[src/rtl/cbus_pkg.sv]
// rtl/cbus_pkg.sv - CBus request/response structures shared by the arbiter and its users.
package cbus_pkg;

  typedef struct packed {
    logic        valid;
    logic        is_write;
    logic [1:0]  size;
    logic [31:0] addr;
    logic [3:0]  strobe;
    logic [31:0] data;
    logic [7:0]  len;
  } cbus_req_t;

  typedef struct packed {
    logic        ready;
    logic        last;
    logic [31:0] data;
  } cbus_resp_t;

endpackage

[src/rtl/cbus_arbiter.sv]
// rtl/cbus_arbiter.sv - N-to-1 CBus arbiter; locks the upstream port to one requester until its final beat.
module cbus_arbiter
  import cbus_pkg::*;
#(
  parameter int NUM_PORTS = 2,
  parameter int RR_POLICY = 0,
  localparam int IW = $clog2(NUM_PORTS)
) (
  input  logic            clk,
  input  logic            reset,
  input  cbus_req_t       ireqs  [NUM_PORTS],
  output cbus_resp_t      iresps [NUM_PORTS],
  output cbus_req_t       oreq,
  input  cbus_resp_t      oresp,
  output logic [IW-1:0]   grant_idx,
  output logic            busy
);

  typedef enum logic {IDLE, BUSY} state_t;

  state_t               state;
  logic [IW-1:0]        sel;
  logic [IW-1:0]        last_grant;
  logic [NUM_PORTS-1:0] valid_vec;
  logic [IW-1:0]        winner;
  logic [IW-1:0]        cand;
  logic                 found;

  always_comb begin
    valid_vec = '0;
    for (int i = 0; i < NUM_PORTS; i++) begin
      valid_vec[i] = ireqs[i].valid;
    end
  end

  // Round-robin scans last_grant+1 .. last_grant+NUM_PORTS with an explicit
  // modulo so a non-power-of-two port count never yields an out-of-range index.
  always_comb begin
    winner = '0;
    cand   = '0;
    found  = 1'b0;
    if (RR_POLICY != 0) begin
      for (int k = 1; k <= NUM_PORTS; k++) begin
        cand = IW'((int'(last_grant) + k) % NUM_PORTS);
        if (!found && valid_vec[cand]) begin
          winner = cand;
          found  = 1'b1;
        end
      end
    end else begin
      for (int i = NUM_PORTS - 1; i >= 0; i--) begin
        if (valid_vec[i]) begin
          winner = IW'(i);
        end
      end
    end
  end

  always_ff @(posedge clk) begin
    if (reset) begin
      state      <= IDLE;
      sel        <= '0;
      last_grant <= IW'(NUM_PORTS - 1);
    end else begin
      case (state)
        IDLE: begin
          if (|valid_vec) begin
            sel   <= winner;
            state <= BUSY;
            if (RR_POLICY != 0) begin
              last_grant <= winner;
            end
          end
        end
        BUSY: begin
          if (oresp.ready && oresp.last) begin
            state <= IDLE;
          end
        end
      endcase
    end
  end

  // Request fields are forwarded live; the requester keeps them stable until ready && last.
  always_comb begin
    oreq = '0;
    for (int i = 0; i < NUM_PORTS; i++) begin
      iresps[i] = '0;
    end
    if (state == BUSY) begin
      oreq        = ireqs[sel];
      iresps[sel] = oresp;
    end
  end

  assign busy      = (state == BUSY);
  assign grant_idx = sel;

  owner_holds_valid: assert property (@(posedge clk) disable iff (reset)
    (state == BUSY) |-> valid_vec[sel]);

endmodule

[config.mk]
export PLATFORM = sky130hd
export DESIGN_NAME = cbus_arbiter
export DESIGN_NICKNAME = d
export VERILOG_FILES = /design/src/rtl/cbus_pkg.sv /design/src/rtl/cbus_arbiter.sv
export SDC_FILE = /design/constraint.sdc
export NUM_CORES = 1
export LEC_CHECK = 0
export ABC_CLOCK_PERIOD_IN_PS = 1250
export BUFFER_PORTS_ARGS = -buffer_cell sky130_fd_sc_hd__buf_2
export CAP_MARGIN = 20
export CORE_AREA = 8 8 128 130
export DETAILED_ROUTE_END_ITERATION = 10
export DIE_AREA = 0 0 136 138
export PLACE_DENSITY_LB_ADDON = 0.05
export SETUP_SLACK_MARGIN = 0.5
export SYNTH_ARGS = -nofsm -noshare
export SYNTH_HDL_FRONTEND = slang
export SYNTH_SLANG_ARGS = --single-unit
[constraint.sdc]
create_clock -name clk -period 1.25 [get_ports clk]
set_input_delay 0.125 -clock clk [delete_from_list [all_inputs] [get_ports clk]]
set_output_delay 0.125 -clock clk [all_outputs]
set_load 0.005 [all_outputs]
# Yosys cells after proc, flatten, opt, wreduce, memory -nomap -nowiden
# Index checks and enable logic that the tools add are counted.
# op_classes
n_lt_le_gt_ge	2
n_mux	12
n_bitwise	3
reduce_logical	4
# ops
cell	count
$mux W80	4
$and A68 B68 Y68	1
$mux W68	1
$demux W34 S1	1
$mux W34	1
$mux W1	4
$ge A2 B2 Y1 const B	1
$logic_and A1 B1 Y1	2
$lt A2 B1 Y1 const B	1
$not A1 Y2	1
$pmux W1 S2	1
$reduce_and A2 Y1	1
$reduce_or A2 Y1	1
$not A1 Y1	1
# totals
reg_bits	2
input_bits	196
out_inout_bits	150
wordCells	23

# Logic depth before layout (Yosys ltp)
# Gate-level depths: netlist of the first run.
# logic_depth
depth_word	7
depth_mapped	5
depth_no_buf	2

# Least setup slack after synthesis of the first run
# No wires, ideal clock.
# synth_path
path_type	flip-flop to output port
startpoint	reg sel (netlist: grant_idx)
endpoint	out oreq[59] in the netlist's numbering
arrival_ns	1.010
required_time_ns	1.125
slack_ns	0.115
stages_incl_launch_ff	6
n_path_buf	3
cell_sequence	dfxtp_1 > buf_4 > buf_6 > buf_8 > mux2i_1 > nor2_1
# synth_rtl
element	line_no	source
from (decl)	cbus_arbiter.sv:22	logic [IW-1:0] sel;
from (signal assigned)	cbus_arbiter.sv:68	sel <= winner;
to (decl)	cbus_arbiter.sv:13	output cbus_req_t oreq,

==> results.md, run 1 <==
* TritonCTS Buffers at 3
* Avg Cell Area, Syn at 6.747 um2
* Syn nets at 461
* Hold buffer count at CTS at 0
* Critical Path Source Type: register
* CTS H-tree lvls at 1
* Non-filler instance count after layout at 791
* Pwr Density at 494.5 nW/um2
* R2R Path Start: grant_idx$_SDFFE_PP0P_
* Hold Startpoint: reset
* Via density at 3.942
* R2R Setup Slk at 0.18 ns
* Clock Sinks at 2
* Starting DRC count in detailed routing at 70
* Die span in x at 136 um
* Initial antenna violation count at 0
* Post-Place Cells at 781
* Synth Area in XOR/XNOR at 0%
* Outcome: finished with violations
* Compound-Gate Fraction of Synth Area at 0.9797%
* Crit-path max FO at 15
* CTS tree: built
* Final HPWL DP at 10.85 mm
* Violated checks: negative setup slack
* Main combinational cell family by area after synthesis: multiplexers
* Via Count at 3118
* Final Max Slew Viols at 0
* Core Box Area at 14310 um2
* RSZ-0062 raised after global routing: yes
* Multi-input logic area at 1683 um2
* NumNets Final at 804
* Most frequent cells after synthesis: mux2i_1 (80), nor2_1 (80), and2_1 (34), and3_1 (34), buf_2 (8)
* First-pass GRT wire length at 17.96 mm
* Static Leak at 2.512 nW
* Worst r2r dst: grant_idx$_SDFFE_PP0P_
* Fin util at 28.96%
* Post-synth cell types at 18
* CTS Root Cell: clkbuf_16
* Die Span Y at 138 um
* Largest net degree at the start of global routing at 45
* Share of the synthesized area in the top cell type at 44.79%
* Sequential fraction of the synthesis area at 2.239%
* Clock Latency Late Sink at 0.22 ns
* Final Hold Viols at 0
* I/O Pins at 346
* Worst R2R Path Depth at 4
* Flops & latches, synth at 2
* Port bufs at 345
* Worst rel slew slack at 84.26%
* Setup TNS at -18.65 ns
* Gr ovfl total at 0
* Max Fclk at 695.7 MHz
* Die area at 18770 um2
* Area contributors post-synth: mux2i_1 (45%), nor2_1 (17%), and2_1 (12%)
* Register Area at 47.55 um2
* Clock skew at 0.005875 ns
* Fin crit period at 1.437 ns
* Vias in the first global route at 3247
* Crit Path Category: reg2out
* Simple-gate share of the synthesized area at 41.99%
* Gp weighted congestion at 0.7568
* Max_cap viols at 0
* CTS clk-pin slew, worst paths at 0.03 ns
* DR pass1 iterations at 4
* # fillers at 1615
* Final WL at 12.55 mm
* CP arrival at 1.31 ns
* Hold-critical path depth at 2
* Total number of yosys warnings at 0
* WHS Endpoint: grant_idx$_SDFFE_PP0P_
* Initial Util at 12.49%
* Final ANT Viol Nets at 0
* Crit share post-route at 115.0%
* GRT Total Usage at 12.12%
* Yosys top cell by area: mux2i_1
* CP Capture Type: output pin
* Synth Area in Adders at 0%
* Synth async-reset ratio at 0%
* Share of cells above drive strength 1 at 67.22%
* Worst Tran Pin Value at 0.2345 ns
* Max rail drop VDD at 0.4309 mV
* Layout area overhead at 131.8%
* Number of flops mapped to enable cells by yosys at 0
* Final setup fails at 142
* Placement Rows at 44
* Min-delay worst type: in2reg
* CTS max path bufs at 2
* Synth Cell Area at 1788 um2
* Final worst slack at -0.1875 ns
* Routed len/inst at 15.87 um
* Post-synth top flop: dfxtp_1
* Critical Path RT at 1.12 ns
* DRC violations left at 0
* Post-synthesis mux area share at 44.79%
* Synth Instances at 265
* Ant diodes at 0
[where the power goes]
part / switching (mW) / leakage [nW] / internal, mW
clock network: 0.0800 / 0.0382 / 0.420
logic: 0.629 / 2.46 / 0.844
registers: 0.00812 / 0.0178 / 0.0687
[worst max-delay path by stage]
stage / slack (ns) / start / depth (start not counted) / endpoint
detailed placement: -0.02 / grant_idx$_SDFFE_PP0P_ / 4 / oreq[52]
floorplan: 0.17 / grant_idx$_SDFFE_PP0P_ / 5 / oreq[59]
finish: -0.19 / grant_idx$_SDFFE_PP0P_ / 5 / oreq[52]
CTS: -0.20 / grant_idx$_SDFFE_PP0P_ / 5 / oreq[52]
global route: -0.25 / grant_idx$_SDFFE_PP0P_ / 5 / iresps[67]
global placement: -0.02 / grant_idx$_SDFFE_PP0P_ / 4 / oreq[52]
[metal layers]
layer  wire [um]  up-vias  part of all wire, %  GRT usage [%]
met3        1429        4                   11          4.819
met4          86        0                 0.69          1.966
met5           0        -                    0              0
met2        7160      172                   57          25.45
li1            -     1577                    -              -
met1        3873     1365                   31          10.15
[flip-flops by register name, summed over array words and instances, names as in the netlist]
name	flops
busy	1
grant_idx	1
[cells in the final DEF (no fill, tap or decap), drive strengths merged, types with 2 or more instances in the layout]
| cell type | synthesis | routed |
|---|---|---|
| clkbuf | 10 | 5 |
| buf | 18 | 364 |
| nor2 | 80 | 80 |
| and3 | 34 | 34 |
| and2 | 34 | 34 |
| dfxtp | 2 | 2 |
| mux2i | 80 | 80 |
| inv | 2 | 2 |
[worst max-delay path, stage by stage, from the launching register on]
cell and delay [ns]:
dfxtp_4 0.36, buf_12 0.12, buf_12 0.17, mux2i_4 0.25
nor2_1 0.05, buf_2 0.13
[stage by stage]
step	hold slack, ns	setup slack [ns]	cell area (um2)	total power [mW]
after floorplan	0.1956	0.1665	1922	0.7548
after global placement	0.3121	-0.02034	3866	1.481
after detailed placement	0.3028	-0.02386	3866	1.479
after CTS	0.07561	-0.1958	4088	2.069
after global routing	0.08821	-0.2482	4145	2.225
final	0.07825	-0.1875	4145	2.050
[timing repair]
item                       in CTS  in global routing
setup buffers                   4                  0
setup endpoints to repair     152                152
gates cloned                    1                  1
gates resized for setup        12                  7
[cell type report]
type	instances	area share (%)
repair buffers	366	50.62
multi-input cells	233	40.60
clock buffers	4	1.902
well taps	184	5.554
flip-flops and latches	2	1.147
inverters	2	0.1811
[cells by family after synthesis]
group | count (synthesis)
multiplexers | 80
AO/OA/AOI/OAI | 2
flip-flops | 2
buffers and inverters | 30
AND/OR/NAND/NOR | 151
Note: power is estimated with default switching activity, not from simulation.
==> inputs of run 2 (changes only) <==
- CTS_BUF_LIST: unset -> sky130_fd_sc_hd__clkbuf_16
==> results.md, run 2 (synthesis results as in run 1) <==
* Commonest non-fill, non-tap cell in the layout: buf_2
* Final Max Slew Viols at 0
* RSZ-0062 raised after global routing: yes
* Worst rel slew slack at 84.26%
* Highest-count cells in the layout ignoring fill and taps: buf_2 (344), nor2_1 (80), mux2i_1 (76)
* TritonCTS Buffers at 3
* Max rail drop VDD at 0.4207 mV
* Final Hold Viols at 0
* Via Count at 3118
* CTS tree: built
* Starting DRC count in detailed routing at 70
* Violated checks: negative setup slack
* CP Capture Type: output pin
* CTS clk-pin slew, worst paths at 0.03 ns
* CP top delay family: buffers and inverters
* Initial antenna violation count at 0
* Static Leak at 2.516 nW
* Die Span Y at 138 um
* Vias in the first global route at 3247
* Total power draw at 2.042 mW
* CTS Root Cell: clkbuf_16
* Gr ovfl total at 0
* Buf/Inv on CP at 3
* First-pass GRT wire length at 17.97 mm
* Via density at 3.942
* Final worst slack at -0.1875 ns
* Placement Rows at 44
* CTS max path bufs at 2
* Crit share post-route at 115.0%
* Share of cells above drive strength 1 at 67.22%
* Critical Path Source: grant_idx$_SDFFE_PP0P_
* Largest net degree at the start of global routing at 45
* I/O Pins at 346
* Gp weighted congestion at 0.7568
* Pwr Density at 492.5 nW/um2
* Core Box Area at 14310 um2
* Min-delay worst type: in2reg
* Final setup fails at 142
* Final WL at 12.55 mm
* Non-filler instance count after layout at 791
* Max_cap viols at 0
* Final ANT Viol Nets at 0
* Port bufs at 345
* Final HPWL DP at 10.85 mm
* Most used cell, CP: buf_12
* Clock Latency Late Sink at 0.22 ns
* Outcome: finished with violations
* Max Fclk at 695.7 MHz
* CTS H-tree lvls at 1
* DRC violations left at 0
* Setup TNS at -18.65 ns
* Post-Place Cells at 781
* CP cell instances: buf_12 -> buf_12 -> mux2i_4 -> nor2_1 -> buf_2
* R2R Setup Slk at 0.18 ns
* CP arrival at 1.31 ns
* Worst r2r dst: grant_idx$_SDFFE_PP0P_
* Slowest CP cell: dfxtp_4
* Stages on worst setup path at 5
* Die span in x at 136 um
* Hold buffer count at CTS at 0
* Worst path max stage delay at 0.36 ns
* Crit-path max FO at 15
* Clock Sinks at 2
* Ant diodes at 0
* Die area at 18770 um2
* Layout area overhead at 131.8%
* Initial Util at 12.49%
* Hold slack at 0.07817 ns
* R2R Path Start: grant_idx$_SDFFE_PP0P_
* DR pass1 iterations at 4
* Worst Tran Pin Value at 0.2345 ns
* Fin crit period at 1.437 ns
* Critical path endpoint: oreq[52]
* Fin util at 28.96%
* Worst R2R Path Depth at 4
* NumNets Final at 804
* GRT Total Usage at 12.12%
* # fillers at 1615
* Routed len/inst at 15.86 um
* Critical Path RT at 1.12 ns
* Critical Path Source Type: register
* Crit Path Category: reg2out
* Clock skew at 0.005867 ns
run 2: layer usage:
| metal | vias to the layer above | part of all wire [%] | track usage (%) |
|---|---|---|---|
| met1 | 1365 | 31 | 10.15 |
| met2 | 172 | 57 | 25.45 |
| met5 | - | 0 | 0 |
| li1 | 1577 | - | - |
| met3 | 4 | 11 | 4.819 |
| met4 | 0 | 0.69 | 1.966 |
run 2: worst min-delay path by stage:
stage | from | end | slack [ns] | depth (start not counted)
2_1_floorplan | reset | busy$_SDFF_PP0_ | 0.20 | 1
3_3_place_gp | reset | busy$_SDFF_PP0_ | 0.31 | 2
3_5_place_dp | reset | grant_idx$_SDFFE_PP0P_ | 0.30 | 2
4_1_cts | reset | grant_idx$_SDFFE_PP0P_ | 0.08 | 2
5_1_grt | reset | grant_idx$_SDFFE_PP0P_ | 0.09 | 2
6_report | reset | grant_idx$_SDFFE_PP0P_ | 0.08 | 2
run 2: cell type report:
type                       instances  area [um2]  share of cell area [%]
timing repair buffer             366        2098                   50.62
multi-input combinational        233        1683                   40.60
tap                              184       230.2                   5.554
clock buffer                       3       75.07                   1.811
sequential                         2       47.55                   1.147
inverter                           2       7.507                  0.1811
clock inverter                     1       3.754                 0.09055
run 2: worst register-to-register path, delay by kind of cell (launching register included):
kind                   cells  cell delay [ns]
AOI/OAI and AO/OA          1             0.20
buffers and inverters      3             0.42
DFF                        1             0.36
run 2: per-stage QoR:
step | area (um2) | worst slack (ns)
6_report | 4145 | -0.1875
5_1_grt | 4145 | -0.2484
4_1_cts | 4088 | -0.1961
3_5_place_dp | 3866 | -0.02386
3_3_place_gp | 3866 | -0.02034
2_1_floorplan | 1922 | 0.1665
run 2: report_power, final:
part	total (mW)	internal [mW]	switching, mW
clock network	0.492	0.412	0.0799
logic	1.47	0.844	0.629
registers	0.0768	0.0687	0.00812
total	2.04	1.32	0.717
run 2: repair_timing:
action / 4_1_cts / 5_1_grt
gates cloned: 1 / 1
buffers inserted: 4 / 0
endpoints found under the setup margin: 152 / 152
resized for setup: 12 / 7
